===== config.mk =====
export PLATFORM = sky130hd
export DESIGN_NAME = kern_burst_reader
export DESIGN_NICKNAME = d
export VERILOG_FILES = /design/src/rtl/kern_burst_reader.sv
export SDC_FILE = /design/constraint.sdc
export NUM_CORES = 2
export LEC_CHECK = 0
export ABC_AREA = 1
export CORE_MARGIN = 10
export CORE_UTILIZATION = 65
export CTS_BUF_LIST = sky130_fd_sc_hd__clkbuf_16
export DETAILED_ROUTE_END_ITERATION = 8
export MAX_ROUTING_LAYER = met4
export PLACE_DENSITY_LB_ADDON = 0.2
export RECOVER_POWER = 50
export SETUP_SLACK_MARGIN = 0.4
export SYNTH_ARGS = -nofsm -noshare
export SYNTH_HDL_FRONTEND = slang
export SYNTH_SLANG_ARGS = --single-unit

===== constraint.sdc =====
create_clock -name clk -period 7.4 [get_ports clk]
set_clock_uncertainty 0.2 [all_clocks]
set_input_delay 1.48 -clock clk [delete_from_list [all_inputs] [get_ports clk]]
set_output_delay 1.48 -clock clk [all_outputs]
set_load 0.05 [all_outputs]

===== src/rtl/kern_burst_reader.sv =====
// kern_burst_reader
//   Streams kernel weights and per-kernel biases from external memory to the
//   MAC array. Bursts of up to MAX_BURST words are fetched through the CCM
//   arbiter into a word FIFO. Each word is unpacked into R = MEM_DW/ELEM_W
//   elements, lowest slice first. The next burst is prefetched while earlier
//   data drains.
// Ports
//   clk, rst_n             clock, async active-low reset
//   op_start               start pulse (ignored while busy)
//   cfg_*                  base address, fmap/kern counts, kernel edge; sampled on op_start
//   busy, done             operation in progress / 1-cycle completion pulse
//   ccm_req, mem_grant     arbiter handshake
//   mem_addr, mem_cmd      burst byte address / burst length minus 1
//   mem_din, mem_vld,
//   mem_fin                read data, data valid, last word of burst
//   kern_out, kern_vld,
//   kern_rdy               element stream with consumer backpressure
module kern_burst_reader #(
   parameter int unsigned MEM_DW     = 32,
   parameter int unsigned ELEM_W     = 16,
   parameter int unsigned ADDR_W     = 32,
   parameter int unsigned MAX_BURST  = 16,
   parameter int unsigned FIFO_WORDS = 32
) (
   input  logic              clk,
   input  logic              rst_n,
   input  logic              op_start,
   input  logic [ADDR_W-1:0] cfg_kern_start_addr,
   input  logic [9:0]        cfg_num_fmap,
   input  logic [9:0]        cfg_num_kern,
   input  logic [2:0]        cfg_kern_size,
   output logic              busy,
   output logic              done,
   output logic              ccm_req,
   input  logic              mem_grant,
   output logic [ADDR_W-1:0] mem_addr,
   output logic [3:0]        mem_cmd,
   input  logic [MEM_DW-1:0] mem_din,
   input  logic              mem_vld,
   input  logic              mem_fin,
   output logic [ELEM_W-1:0] kern_out,
   output logic              kern_vld,
   input  logic              kern_rdy
);

   localparam int unsigned R      = MEM_DW / ELEM_W;
   localparam int unsigned SL_W   = (R > 1) ? $clog2(R) : 1;
   localparam int unsigned PTR_W  = (FIFO_WORDS > 1) ? $clog2(FIFO_WORDS) : 1;
   localparam int unsigned CNT_W  = $clog2(FIFO_WORDS + 1);
   localparam int unsigned BLEN_W = $clog2(MAX_BURST + 1);
   localparam logic [ADDR_W-1:0] WORD_BYTES = ADDR_W'(MEM_DW / 8);

   localparam logic [2:0] ST_IDLE       = 3'd0;
   localparam logic [2:0] ST_CALC       = 3'd1;
   localparam logic [2:0] ST_REQ        = 3'd2;
   localparam logic [2:0] ST_DATA       = 3'd3;
   localparam logic [2:0] ST_WAIT_DRAIN = 3'd4;

   logic [2:0]        state_q, state_d;
   logic [23:0]       elems_q, elems_d;
   logic [23:0]       words_left_q, words_left_d;
   logic [23:0]       emitted_q, emitted_d;
   logic [BLEN_W-1:0] blen_q, blen_d;
   logic [ADDR_W-1:0] addr_q, addr_d;
   logic [SL_W-1:0]   slice_q, slice_d;
   logic [PTR_W-1:0]  rd_ptr_q, rd_ptr_d;
   logic [PTR_W-1:0]  wr_ptr_q, wr_ptr_d;
   logic [CNT_W-1:0]  count_q, count_d;
   logic              done_q, done_d;

   logic [MEM_DW-1:0] fifo_mem [FIFO_WORDS];

   logic [31:0]       prod;
   logic [23:0]       start_elems;
   logic [23:0]       start_words;
   logic [BLEN_W-1:0] blen_calc;
   logic [CNT_W-1:0]  free_words;
   logic              req_ok;
   logic [MEM_DW-1:0] head_word;
   logic [ELEM_W-1:0] head_elem;
   logic              vld;
   logic              accept;
   logic              last_elem;
   logic              push;
   logic              pop;

   function automatic logic [PTR_W-1:0] ptr_inc(input logic [PTR_W-1:0] p);
      return (p == PTR_W'(FIFO_WORDS - 1)) ? '0 : p + PTR_W'(1);
   endfunction

   // Element/word totals for the configuration on the inputs. The product is
   // formed at 32 bits so it can be saturated to 24 bits instead of wrapping.
   always_comb begin
      prod = 32'(cfg_num_fmap) * 32'(cfg_num_kern) * 32'(cfg_kern_size) * 32'(cfg_kern_size)
             + 32'(cfg_num_kern);
      start_elems = (|prod[31:24]) ? '1 : prod[23:0];
      start_words = (start_elems / 24'(R)) + 24'((start_elems % 24'(R)) != 24'd0);
   end

   always_comb begin
      blen_calc  = (words_left_q >= 24'(MAX_BURST)) ? BLEN_W'(MAX_BURST)
                                                     : words_left_q[BLEN_W-1:0];
      free_words = CNT_W'(FIFO_WORDS) - count_q;
      req_ok     = (free_words >= CNT_W'(blen_q));
   end

   // Output unpacking: slice_q selects the element within the head word.
   always_comb begin
      head_word = fifo_mem[rd_ptr_q];
      head_elem = '0;
      for (int unsigned i = 0; i < R; i++) begin
         if (slice_q == SL_W'(i)) head_elem = head_word[i*ELEM_W +: ELEM_W];
      end
      vld       = (count_q != '0) && (emitted_q < elems_q);
      accept    = vld && kern_rdy;
      last_elem = (emitted_q == (elems_q - 24'd1));
      // A word leaves the FIFO after its last slice, or after the final real
      // element so the padding slices of the last word are dropped unseen.
      pop       = accept && ((slice_q == SL_W'(R - 1)) || last_elem);
      push      = (state_q == ST_DATA) && mem_vld;
   end

   always_comb begin
      state_d      = state_q;
      elems_d      = elems_q;
      words_left_d = words_left_q;
      emitted_d    = emitted_q;
      blen_d       = blen_q;
      addr_d       = addr_q;
      slice_d      = slice_q;
      rd_ptr_d     = rd_ptr_q;
      wr_ptr_d     = wr_ptr_q;
      done_d       = 1'b0;

      if (accept) begin
         emitted_d = emitted_q + 24'd1;
         slice_d   = pop ? '0 : slice_q + SL_W'(1);
      end
      if (push) wr_ptr_d = ptr_inc(wr_ptr_q);
      if (pop)  rd_ptr_d = ptr_inc(rd_ptr_q);
      count_d = count_q + CNT_W'(push) - CNT_W'(pop);

      case (state_q)
         ST_IDLE: begin
            if (op_start) begin
               elems_d      = start_elems;
               words_left_d = start_words;
               emitted_d    = '0;
               addr_d       = cfg_kern_start_addr;
               state_d      = ST_CALC;
            end
         end
         ST_CALC: begin
            if (elems_q == '0) begin
               state_d = ST_WAIT_DRAIN;
            end else begin
               blen_d       = blen_calc;
               words_left_d = words_left_q - 24'(blen_calc);
               state_d      = ST_REQ;
            end
         end
         ST_REQ: begin
            if (req_ok && mem_grant) state_d = ST_DATA;
         end
         ST_DATA: begin
            if (mem_vld && mem_fin) begin
               addr_d  = addr_q + ADDR_W'(blen_q) * WORD_BYTES;
               state_d = (words_left_q != '0) ? ST_CALC : ST_WAIT_DRAIN;
            end
         end
         ST_WAIT_DRAIN: begin
            // The equality term covers a zero-element job, which has nothing to accept.
            if ((emitted_q == elems_q) || (accept && last_elem)) begin
               done_d  = 1'b1;
               state_d = ST_IDLE;
            end
         end
         default: state_d = ST_IDLE;
      endcase
   end

   always_ff @(posedge clk or negedge rst_n) begin
      if (!rst_n) begin
         state_q      <= ST_IDLE;
         elems_q      <= '0;
         words_left_q <= '0;
         emitted_q    <= '0;
         blen_q       <= '0;
         addr_q       <= '0;
         slice_q      <= '0;
         rd_ptr_q     <= '0;
         wr_ptr_q     <= '0;
         count_q      <= '0;
         done_q       <= 1'b0;
      end else begin
         state_q      <= state_d;
         elems_q      <= elems_d;
         words_left_q <= words_left_d;
         emitted_q    <= emitted_d;
         blen_q       <= blen_d;
         addr_q       <= addr_d;
         slice_q      <= slice_d;
         rd_ptr_q     <= rd_ptr_d;
         wr_ptr_q     <= wr_ptr_d;
         count_q      <= count_d;
         done_q       <= done_d;
      end
   end

   // Storage needs no reset: occupancy is tracked by the pointers and count.
   always_ff @(posedge clk) begin
      if (push) fifo_mem[wr_ptr_q] <= mem_din;
   end

   always_comb begin
      busy     = (state_q != ST_IDLE);
      done     = done_q;
      ccm_req  = (state_q == ST_REQ) && req_ok;
      mem_cmd  = ccm_req ? 4'(blen_q - BLEN_W'(1)) : '0;
      mem_addr = addr_q;
      kern_vld = vld;
      kern_out = vld ? head_elem : '0;
   end

endmodule


==> results.ini <==
[clock_tree]
clk_pin_slew_ps = 60
clk-insertion-delay-late_ps = 700
cts_sinks = 1154
cts_hold_buf = 0
htreeDepth = 3
root_buffer = clkbuf_16
cts_made_buffers = 111
clock_path_buffers = 3
cts_tree = done

[floorplan]
die_w_um = 319.8
start_util = 0.6582
ios = 150
die_h_um = 319.8
core_um2 = 88780
rows = 109
die_area_um2 = 102300

[synthesis]
yosys.area.top_type_share = 0.5262
synth_nets = 5968
synthAdderAreaFrac = 0.07704
synth.distinct_cells = 65
synth_flop_cell = edfxtp_1
ys_top_cells_by_count = nand2_1 (1325), edfxtp_1 (1024), a21oi_1 (494), inv_1 (475), nor2_1 (393)
syn-cell-area_um2 = 58440
async_flop_share = 0.1127
synthMuxAreaShare = 0
ys_ff_latch = 1154
synthTopCellsByArea = edfxtp_1 (53%), nand2_1 (8.5%), dfrtp_1 (5.6%)
synth_edf_count = 1024
yosys.cell_count.top_type = nand2_1
yosys_warnings = 0
synth_top_area_cell = edfxtp_1
synth_xor_area_frac = 0.02008
syn_inst = 5582
synth-simple-area-share = 0.1465
synth_compound_area_frac = 0.1220
syn_area_per_cell_um2 = 10.47
yosysSeqAreaShare = 0.5819
synth_top_family_by_area = simple AND/OR/NAND/NOR gates

[drt]
drtIter0Drc = 5681
post_drt_wl_per_cell_um = 23.01
routed_wirelength_um = 166900
antenna_left = 0
num_vias = 45460
drcViolationCount = 0
dr.pass1.iters = 6
vias_per_cell = 6.269

[final_layout]
area.growth.synth_to_final_pct = 19.36
final_nets = 6374
layout.cells.non_filler = 7252
postLayoutCoreUtil = 0.7856
multi_input_area_um2 = 23460
drive_gt1_frac = 0.1740
ff_latch_area_um2 = 34020
nFillCells = 5423
finalInstanceArea_um2 = 69750

[setup_path]
cp.required_ps = 7820
slowest_stage = fa_1
path_class = input port to register
worstSetupStartpointType = input port
crit_fanout = 7
arrival_ps = 10900
crit_path_end_kind = register
cpPeakStageDelay_ps = 590
path_common_cell = fa_1

[global_routing]
grt_pass1_vias = 44500
grt_overflow_total = 0
antenna_found_initial = 6
grt_usage = 0.3266
grt_pass1_wl_um = 253800
grt_max_degree = 164

[sta]
tightest_slew_ps = 4009
fin_ws_ps = -3081
period_needed_ps = 10480
finalHoldViolCount = 0
rsz0062_at_grt = true
setup_violations = 48
fmax_mhz = 95.41
fin_crit_sh = 1.416
slew_violations = 133
maxSlewHeadroom = -1.673

[placed_design]
io_buffers = 149
place_area_um2 = 63820
dp.cells = 6989
place_hpwl_um = 100500
pre_cts_slack_ps = -4603
place_congestion = 0.9269

[job]
cap_violations = 2

[run_status]
violations = max-capacitance violations, max-slew violations, negative setup slack
outcome = complete, but fails checks

[worst_hold_path]
hold_path_class = register to register

==> registers in the layout, summed over array words and instances, names as in the netlist <==
name / cells
slice_q: 1
state_q: 3
elems_q: 24
words_left_q: 24
wr_ptr_q: 5
mem_addr: 32
blen_q: 5
done: 1
fifo_mem: 1024
count_q: 6
emitted_q: 24
rd_ptr_q: 5
==> path summary, 6_finish.rpt <==
check / start / end / slack (ps) / cells past startpoint
setup / recovery: cfg_num_fmap[4] / words_left_q[21]$_DFFE_PN0P_ / -3080 / 56
hold / removal: mem_addr[1]$_DFFE_PN0P_ / mem_addr[1]$_DFFE_PN0P_ / 270 / 2
setup reg to reg: elems_q[17]$_DFFE_PN0P_ / count_q[5]$_DFF_PN0_ / 2460 / 21
hold reg to reg: mem_addr[1]$_DFFE_PN0P_ / mem_addr[1]$_DFFE_PN0P_ / 270 / 2
max in group asynchronous: rst_n / slice_q$_DFFE_PN0P_ / 1860 / 2
min in group asynchronous: rst_n / words_left_q[23]$_DFFE_PN0P_ / 1970 / 1
==> placed cells by master, fill, tap and decap left out, drive strengths merged, types with 18 or more instances in the layout <==
master            n
xnor2            45
o211ai           55
o31ai            39
buf             453
a31oi            23
inv             511
fa              113
dlygate4sd3      33
a32oi            18
ha              179
xor2             89
a221oi           46
o311ai           51
nor2            414
or2              34
a21oi           499
clkbuf          116
dfrtp           130
o21ai           167
clkdlybuf4s50    97
nor3             57
a32o             44
nand4            50
clkinv           57
nand3           173
a22oi            89
nand2          1336
edfxtp         1024
==> per-stage QoR <==
| step | TNS, ps | hold slack [ps] |
|---|---|---|
| finish | -135350 | 273.4 |
| global placement | -197600 | 256.1 |
| CTS | -129580 | 281.4 |
| detailed placement | -206150 | 266.8 |
| global route | -155410 | 297.3 |
| floorplan | -147880 | 255.0 |
==> worst max-delay path, delay by kind of cell <==
family | cells | cell delay, ps
adder cells (fa/ha/maj) | 11 | 4660
AND/OR/NAND/NOR | 23 | 2130
AO/OA/AOI/OAI | 9 | 1350
buffers and inverters | 12 | 1110
XOR/XNOR | 1 | 130
==> cell type report <==
class / instances / share of cell area
inverters: 492 / 0.02673
clock inverters: 93 / 0.01238
repair buffers: 587 / 0.07516
diodes: 6 / 0.0002153
well taps: 1165 / 0.02090
clock buffers: 113 / 0.04054
flip-flops and latches: 1154 / 0.4877
multi-input cells: 3642 / 0.3364
==> layer usage <==
layer	routed length, um	global-route usage
met4	7826	0.1443
met5	0	-
met3	17130	0.05854
met2	79900	0.5171
met1	62010	0.4120
==> repair_timing <==
action | in CTS | in global routing
buffers inserted | 28 | 19
resized for setup | 299 | 212
pin swaps | 113 | 143
gates cloned | 3 | 1
endpoints found under the hold margin | 0 | 0
endpoints found under the setup margin | 48 | 48
==> cell families (layout without fill, tap and decap cells) <==
group	Yosys count	in the layout
and+or+nand+nor	2086	2087
DFF	1154	1154
AOI/OAI and AO/OA	1128	1128
xor gates and xnor gates	134	134
adders and majority gates	292	292
other	1	7
buffers and inverters	787	1285
Power is left out: the tool's default activity adds up to more than one toggle a clock period on the data nets, which glitch-free logic cannot reach.
